### src/rtl/game_ctrl_fsm.sv
// Whack-a-mole game controller: drives IDLE/PLAY/WIN/LOSE and keeps a BCD score.
// Optional PENALTY_EN macro: a miss in PLAY decrements the score (saturating at 00).
module game_ctrl_fsm #(
    parameter logic [3:0] TARGET_SHI = 4'd2,
    parameter logic [3:0] TARGET_GE  = 4'd0
) (
    input  logic       clk_1,
    input  logic       rst,
    input  logic       start,
    input  logic       hit,
    input  logic       miss,
    input  logic [3:0] time_shi,
    input  logic [3:0] time_ge,
    output logic [1:0] state,
    output logic [3:0] score_shi,
    output logic [3:0] score_ge,
    output logic       game_over
);

    typedef enum logic [1:0] {
        S_IDLE = 2'b00,
        S_PLAY = 2'b01,
        S_WIN  = 2'b10,
        S_LOSE = 2'b11
    } st_t;

    st_t        state_q, state_d;
    logic [3:0] shi_q, ge_q, shi_d, ge_d;
    logic [3:0] inc_shi, inc_ge, dec_shi, dec_ge;
    logic [3:0] upd_shi, upd_ge;
    logic       start_d, start_rise;
    logic       up, dn;
    logic       reach, time_zero;

    assign start_rise = start & ~start_d;
    assign time_zero  = (time_shi == 4'd0) && (time_ge == 4'd0);

`ifdef PENALTY_EN
    // A simultaneous hit and miss cancel out.
    assign up = hit & ~miss;
    assign dn = miss & ~hit;
`else
    logic unused_miss;
    assign unused_miss = miss;
    assign up = hit;
    assign dn = 1'b0;
`endif

    // BCD increment/decrement of the current score, saturating at 99 / 00.
    always_comb begin
        inc_shi = shi_q;
        inc_ge  = ge_q;
        dec_shi = shi_q;
        dec_ge  = ge_q;
        if (!(shi_q == 4'd9 && ge_q == 4'd9)) begin
            if (ge_q == 4'd9) begin
                inc_shi = shi_q + 4'd1;
                inc_ge  = 4'd0;
            end else begin
                inc_ge = ge_q + 4'd1;
            end
        end
        if (!(shi_q == 4'd0 && ge_q == 4'd0)) begin
            if (ge_q == 4'd0) begin
                dec_shi = shi_q - 4'd1;
                dec_ge  = 4'd9;
            end else begin
                dec_ge = ge_q - 4'd1;
            end
        end
        upd_shi = shi_q;
        upd_ge  = ge_q;
        if (up) begin
            upd_shi = inc_shi;
            upd_ge  = inc_ge;
        end else if (dn) begin
            upd_shi = dec_shi;
            upd_ge  = dec_ge;
        end
        reach = (upd_shi > TARGET_SHI) ||
                ((upd_shi == TARGET_SHI) && (upd_ge >= TARGET_GE));
    end

    // State, score and start-edge registers; start_d resets high so a
    // button held through reset does not start a game.
    always_ff @(posedge clk_1 or posedge rst) begin
        if (rst) begin
            state_q <= S_IDLE;
            shi_q   <= 4'd0;
            ge_q    <= 4'd0;
            start_d <= 1'b1;
        end else begin
            state_q <= state_d;
            shi_q   <= shi_d;
            ge_q    <= ge_d;
            start_d <= start;
        end
    end

    // Next state and next score; score beats timeout when both occur.
    always_comb begin
        state_d = state_q;
        shi_d   = shi_q;
        ge_d    = ge_q;
        unique case (state_q)
            S_IDLE: begin
                shi_d = 4'd0;
                ge_d  = 4'd0;
                if (start_rise) state_d = S_PLAY;
            end
            S_PLAY: begin
                shi_d = upd_shi;
                ge_d  = upd_ge;
                if (reach)          state_d = S_WIN;
                else if (time_zero) state_d = S_LOSE;
            end
            S_WIN, S_LOSE: begin
                if (start_rise) begin
                    state_d = S_IDLE;
                    shi_d   = 4'd0;
                    ge_d    = 4'd0;
                end
            end
            default: state_d = S_IDLE;
        endcase
    end

    // Outputs straight from the registers.
    always_comb begin
        state     = state_q;
        score_shi = shi_q;
        score_ge  = ge_q;
        game_over = state_q[1];
    end

endmodule
### config.mk
export PLATFORM = sky130hd
export DESIGN_NAME = game_ctrl_fsm
export DESIGN_NICKNAME = d
export VERILOG_FILES = /design/src/rtl/game_ctrl_fsm.sv
export SDC_FILE = /design/constraint.sdc
export NUM_CORES = 1
export LEC_CHECK = 0
export BUFFER_PORTS_ARGS = -buffer_cell sky130_fd_sc_hd__buf_4
export CAP_MARGIN = 40
export CORE_MARGIN = 5
export CORE_UTILIZATION = 45
export CTS_CLUSTER_DIAMETER = 80
export DETAILED_ROUTE_END_ITERATION = 6
export GPL_ROUTABILITY_DRIVEN = 0
export PLACE_DENSITY = 0.83
export SLEW_MARGIN = 20
export SYNTH_ARGS = -nofsm -noshare
export SYNTH_HDL_FRONTEND = slang
export SYNTH_SLANG_ARGS = --single-unit
### constraint.sdc
create_clock -name clk_1 -period 2.09 [get_ports clk_1]
set_clock_uncertainty 0.2 [all_clocks]
set_input_delay 0.209 -clock clk_1 [delete_from_list [all_inputs] [get_ports clk_1]]
set_output_delay 0.209 -clock clk_1 [all_outputs]
set_load 0.05 [all_outputs]
-- After elaboration in Yosys (flattened, before gate mapping)
Index checks and enable logic that the tools add are counted.
- add/subtract/negate cells: 2
- multipliers: 0
- divide/modulo/power cells: 0
- $lt $le $gt $ge: 2
- equality and inequality tests: 9
- shifts and indexed selects: 0
- muxes and demuxes: 14
- bitwise gates (word level): 2
- reduce and logical (&&, ||, !) cells: 9
- operator list (cell ; count):
    two-way mux 4 bit ; 7
    one-hot mux 4 bit (3 select lines) ; 2
    adder 4 x 1 -> 4 bit (second input constant) ; 2
    equality test 4 bit (second input constant) ; 2
    logical NOT 4 bit ; 2
    two-way mux 2 bit ; 4
    one-hot mux 2 bit (3 select lines) ; 1
    equality test 2 bit (second input constant) ; 2
    equality test 4 x 2 -> 1 bit (second input constant) ; 1
    greater-or-equal comparator 4 x 1 -> 1 bit (second input constant) ; 1
    > comparator 4 x 2 -> 1 bit (second input constant) ; 1
    inequality test 2 bit (second input constant) ; 2
    logical AND 1 bit ; 3
    inequality test 3 bit (second input constant) ; 1
    AND reduction 3 bit ; 1
    equality test 2 x 1 -> 1 bit (second input constant) ; 1
    logical NOT 2 bit ; 1
    OR reduction 2 bit ; 1
    AND 1 bit ; 1
    logical OR 1 bit ; 1
    NOT 1 bit ; 1
- register bits: 11
- latch bits: 0
- memory bits (writable): 0
- ROM bits: 0
- input port bits: 13
- output and inout port bits: 11
- logic and storage cells: 42
- memories: 0

-- Longest topological paths before layout
- depth in word-level cells: 9
- depth in mapped cells: 7
- depth with buffers taken out: 6

-- Worst setup path after synthesis
No wires, ideal clock.
- kind: flip-flop to flip-flop
- start: register ge_q[1] (netlist: score_ge[1])
- end: register state_q[0] (netlist: state[0])
- library setup time: 0.120 ns
- data arrival time: 1.806 ns
- required time: 1.770 ns
- setup slack: -0.035 ns
- stages on the path, launching flop included: 8
- buffers on the path: 1
- clock period less this slack: 2.125 ns
- cells stage by stage: dfrtp_1 > inv_1 > ha_1 > and4b_1 > buf_6 > nand2_4 > mux2_4 > a31o_1
- cells in the longest elaborated chain, start to end: 9
- RTL lines (item ; line ; source):
    start: declaration ; 28 ; logic [3:0] shi_q, ge_q, shi_d, ge_d;
    start signal: assignment ; 95 ; ge_q <= ge_d;
    adder 4 x 1 -> 4 bit / equality test 4 bit (equally long branches) ; 60, 55, 56 ;
    two-way mux 4 bit / logical AND 1 bit (equally long branches) ; 56, 55 ;
    two-way mux 4 bit ; 55 ; if (!(shi_q == 4'd9 && ge_q == 4'd9)) begin
    two-way mux 4 bit ; 73 ; if (up) begin
    greater-or-equal comparator 4 x 1 -> 1 bit / equality test 4 x 2 -> 1 bit (equally long branches) ; 81 ; ((upd_shi == TARGET_SHI) && (upd_ge >= TARGET_GE));
    logical AND 1 bit ; 81 ;
    logical OR 1 bit (*) ; 80 ; reach = (upd_shi > TARGET_SHI) ||
    inequality test 3 bit (no line) / two-way mux 2 bit (equally long branches) ; -- ;
    AND reduction 3 bit (no line) / one-hot mux 2 bit (3 select lines) (equally long branches) ; -- ;
    end signal: assignment ; 93 ; state_q <= state_d;
    end: declaration ; 27 ; st_t state_q, state_d;
Every way passes the cells marked *; elsewhere a longest branch is shown, timed or not.
A chain may end at the register's enable or synchronous reset.

-- Worst setup path after layout
Same ends and word-level chain as after synthesis.

==> results_dict.tcl <==
set metrics [dict create \
    cpMaxStageDelayCell "dfrtp_2" \
    antenna_found_initial 0 \
    wl_per_cell_um 14.9 \
    drt-pass1-iter-count 4 \
    first_global_vias 664 \
    status "complete, no violations" \
    synthToLayoutAreaGrowth_pct 30.1 \
    dp_cells 111 \
    whs_path_depth 3 \
    report.final.hold_viol_count 0 \
    post_cts_buffers 0 \
    tns_ps 0 \
    cts_hold_buf 2 \
    end_kind "flip-flop" \
    ys_types 30 \
    drcViolationCount 0 \
    maxSlewHeadroom_pct 72.2 \
    io_pins 24 \
    max_cap_viol_count 0 \
    drtAntennaViolNets 0 \
    clkSlewWorstSetupHoldPaths_ps 70 \
    layout.nets 119 \
    worst_pin_slew_ps 417 \
    drt_iter0_markers 19 \
    grt_usage_pct 15.0 \
    syn_avg_cell_area_um2 9.71 \
    power.density_mw_per_mm2 1400 \
    hold_path.class "input pin to flip-flop" \
    clock_path_buffers 2 \
    synth_area_um2 728 \
    fp-row-count 14 \
    p_leak_nw 0.449 \
    synth_fp_nets 92 \
    grt_overflow_total 0 \
    critPathArrivalTime_ps 1880 \
    syn_inst 75 \
    start_util_pct 47.8 \
    period_minus_slack_ps 1910 \
    setup-violations-final 0 \
    die_x_um 50.2 \
    clockRootBuffer "clkbuf_4" \
    die_h_um 50.2 \
    clock_latency_ps 280 \
    cp_slowest_stage_delay_ps 430 \
    drive_gt1_share_pct 34.7 \
    num_vias 683 \
    layout.cells.non_filler 117 \
    clock-sinks 11 \
    critPathKind "flip-flop to flip-flop" \
    hpwl_mm 1.37 \
    cp_cell_sequence "inv_1 > ha_1 > and4b_1 > nand2_4 > mux2_4 > a31o_1" \
    grt_pass1_wl_mm 2.87 \
    fp.dieArea_mm2 0.00252 \
    vdd_drop_max_mv 0.964 \
    fmax_ghz 0.522 \
    fin_crit_sh_pct 91.6 \
    final-max-slew-violation-count 0 \
    crit_required_ps 2060 \
    worstPathMaxFanout 5 \
    cts_resized 0 \
    yosys_warnings 0 \
    synth_seq_cells 11 \
    rsz0062_at_grt "false" \
    grt_max_degree 12 \
    reg2reg_depth 6 \
    routed_wl_mm 1.75 \
    rrSetupSlack_ps 180 \
    worstSetupStartpointType "flip-flop" \
    synth_seq_area_share_pct 38.0 \
    cts_tree "yes" \
    cts.htree.levels 1 \
    port_buffers 22 \
    routed_via_density 5.84 \
    cts_made_buffers 3 \
    core_mm2 0.00152 \
    insertedDiodeCount 0 \
]
[path summary, 6_finish.rpt]
| kind | start | endpoint |
|---|---|---|
| hold / removal | hit | score_ge[2]$_DFFE_PP0P_ |
| min in group asynchronous | rst | score_ge[3]$_DFFE_PP0P_ |
| hold reg to reg | score_ge[0]$_DFFE_PP0P_ | score_ge[0]$_DFFE_PP0P_ |
| setup reg to reg | score_ge[1]$_DFFE_PP0P_ | state[0]$_DFFE_PP0P_ |
| max in group asynchronous | rst | start_d$_DFF_PP1_ |
| setup / recovery | score_ge[1]$_DFFE_PP0P_ | state[0]$_DFFE_PP0P_ |
[cell type report]
type | count | area [um^2]
Tap cell | 16 | 20.0
Inverter | 5 | 18.8
Multi-Input combinational cell | 55 | 403
Timing Repair Buffer | 26 | 200
Clock buffer | 4 | 26.3
Fill cell | 130 | 577
Sequential cell | 11 | 279
[layer usage]
layer | vias up | track usage (%) | routed length (um)
met5 | - | 0 | 0
met4 | 0 | 7.86 | 46
met3 | 5 | 4.14 | 134
met2 | 28 | 26.6 | 897
met1 | 321 | 16.0 | 668
li1 | 329 | - | -
[Yosys cell counts (all sizes together)]
cell	instances	area, um^2
a21oi	7	35.0
a31o	1	8.76
a31oi	1	6.26
and2	3	21.3
and3	1	6.26
and4b	1	10.0
buf	3	26.3
clkbuf	1	3.75
dfrtp	10	250
dfstp	1	26.3
ha	4	50.1
inv	5	18.8
mux2	1	15.0
mux2i	4	40.0
nand2	3	18.8
nand2b	2	12.5
nand3	4	20.0
nand3b	3	22.5
nand4	4	25.0
nor2	1	3.75
nor2b	2	12.5
nor4	2	12.5
o211ai	1	7.51
o21ai	7	35.0
o22ai	1	6.26
o311ai	1	26.3
or3	1	7.51
[logic make-up (layout without fill, tap and decap cells)]
group / count (synthesis) / in the layout / share of synthesized area (%)
AOI/OAI and AO/OA: 19 / 19 / 17.2
adders and majority gates: 4 / 4 / 6.87
buffers and inverters: 9 / 35 / 6.70
DFF: 11 / 11 / 38.0
muxes: 5 / 5 / 7.56
and+or+nand+nor: 27 / 27 / 23.7
[per-stage QoR]
stage          power, mW  hold slack, ps  cell area [um^2]  utilization [%]  worst slack (ps)
3_3_place_gp        1.14            26.5               901             59.1               245
2_1_floorplan      0.962            -139               731                -              75.5
5_1_grt             1.41            58.2               947             62.2              60.7
4_1_cts             1.34            15.3               947             62.2               163
3_5_place_dp        1.18            35.3               901             59.1               183
6_report            1.33            16.4               947             62.2               176
[registers in the layout, summed over array words and instances (netlist names)]
register,count
score_ge,4
score_shi,4
state,2
start_d,1
[worst max-delay path, delay by kind of cell, from the launching register on]
family	cells	cell delay [ps]
muxes	1	300
AOI/OAI and AO/OA	1	200
DFF	1	430
buffers and inverters	1	90
and+or+nand+nor	2	420
adders and majority gates	1	170
[cell usage in the layout, fill, tap and decap left out, types with 2 or more instances in the layout]
master	Yosys	final
buf_4	2	24
dfrtp_1	10	8
o21ai_0	7	7
a21oi_1	7	7
inv_1	5	5
nand3_1	4	4
nand4_1	4	4
mux2i_1	4	4
ha_1	4	4
nand3b_1	3	3
clkbuf_4	0	3
nor2b_1	2	2
nand2b_1	2	2
and2_1	2	2
nand2_1	2	2
nor4_1	2	2
dlygate4sd3_1	0	2
dfrtp_2	0	2
[where the power goes]
group	internal, mW	switching, mW
Clock	0.0742	0.0784
Sequential	0.286	0.0892
Combinational	0.292	0.508
Total	0.652	0.676
No activity file was read; power rests on OpenSTA's default activity.
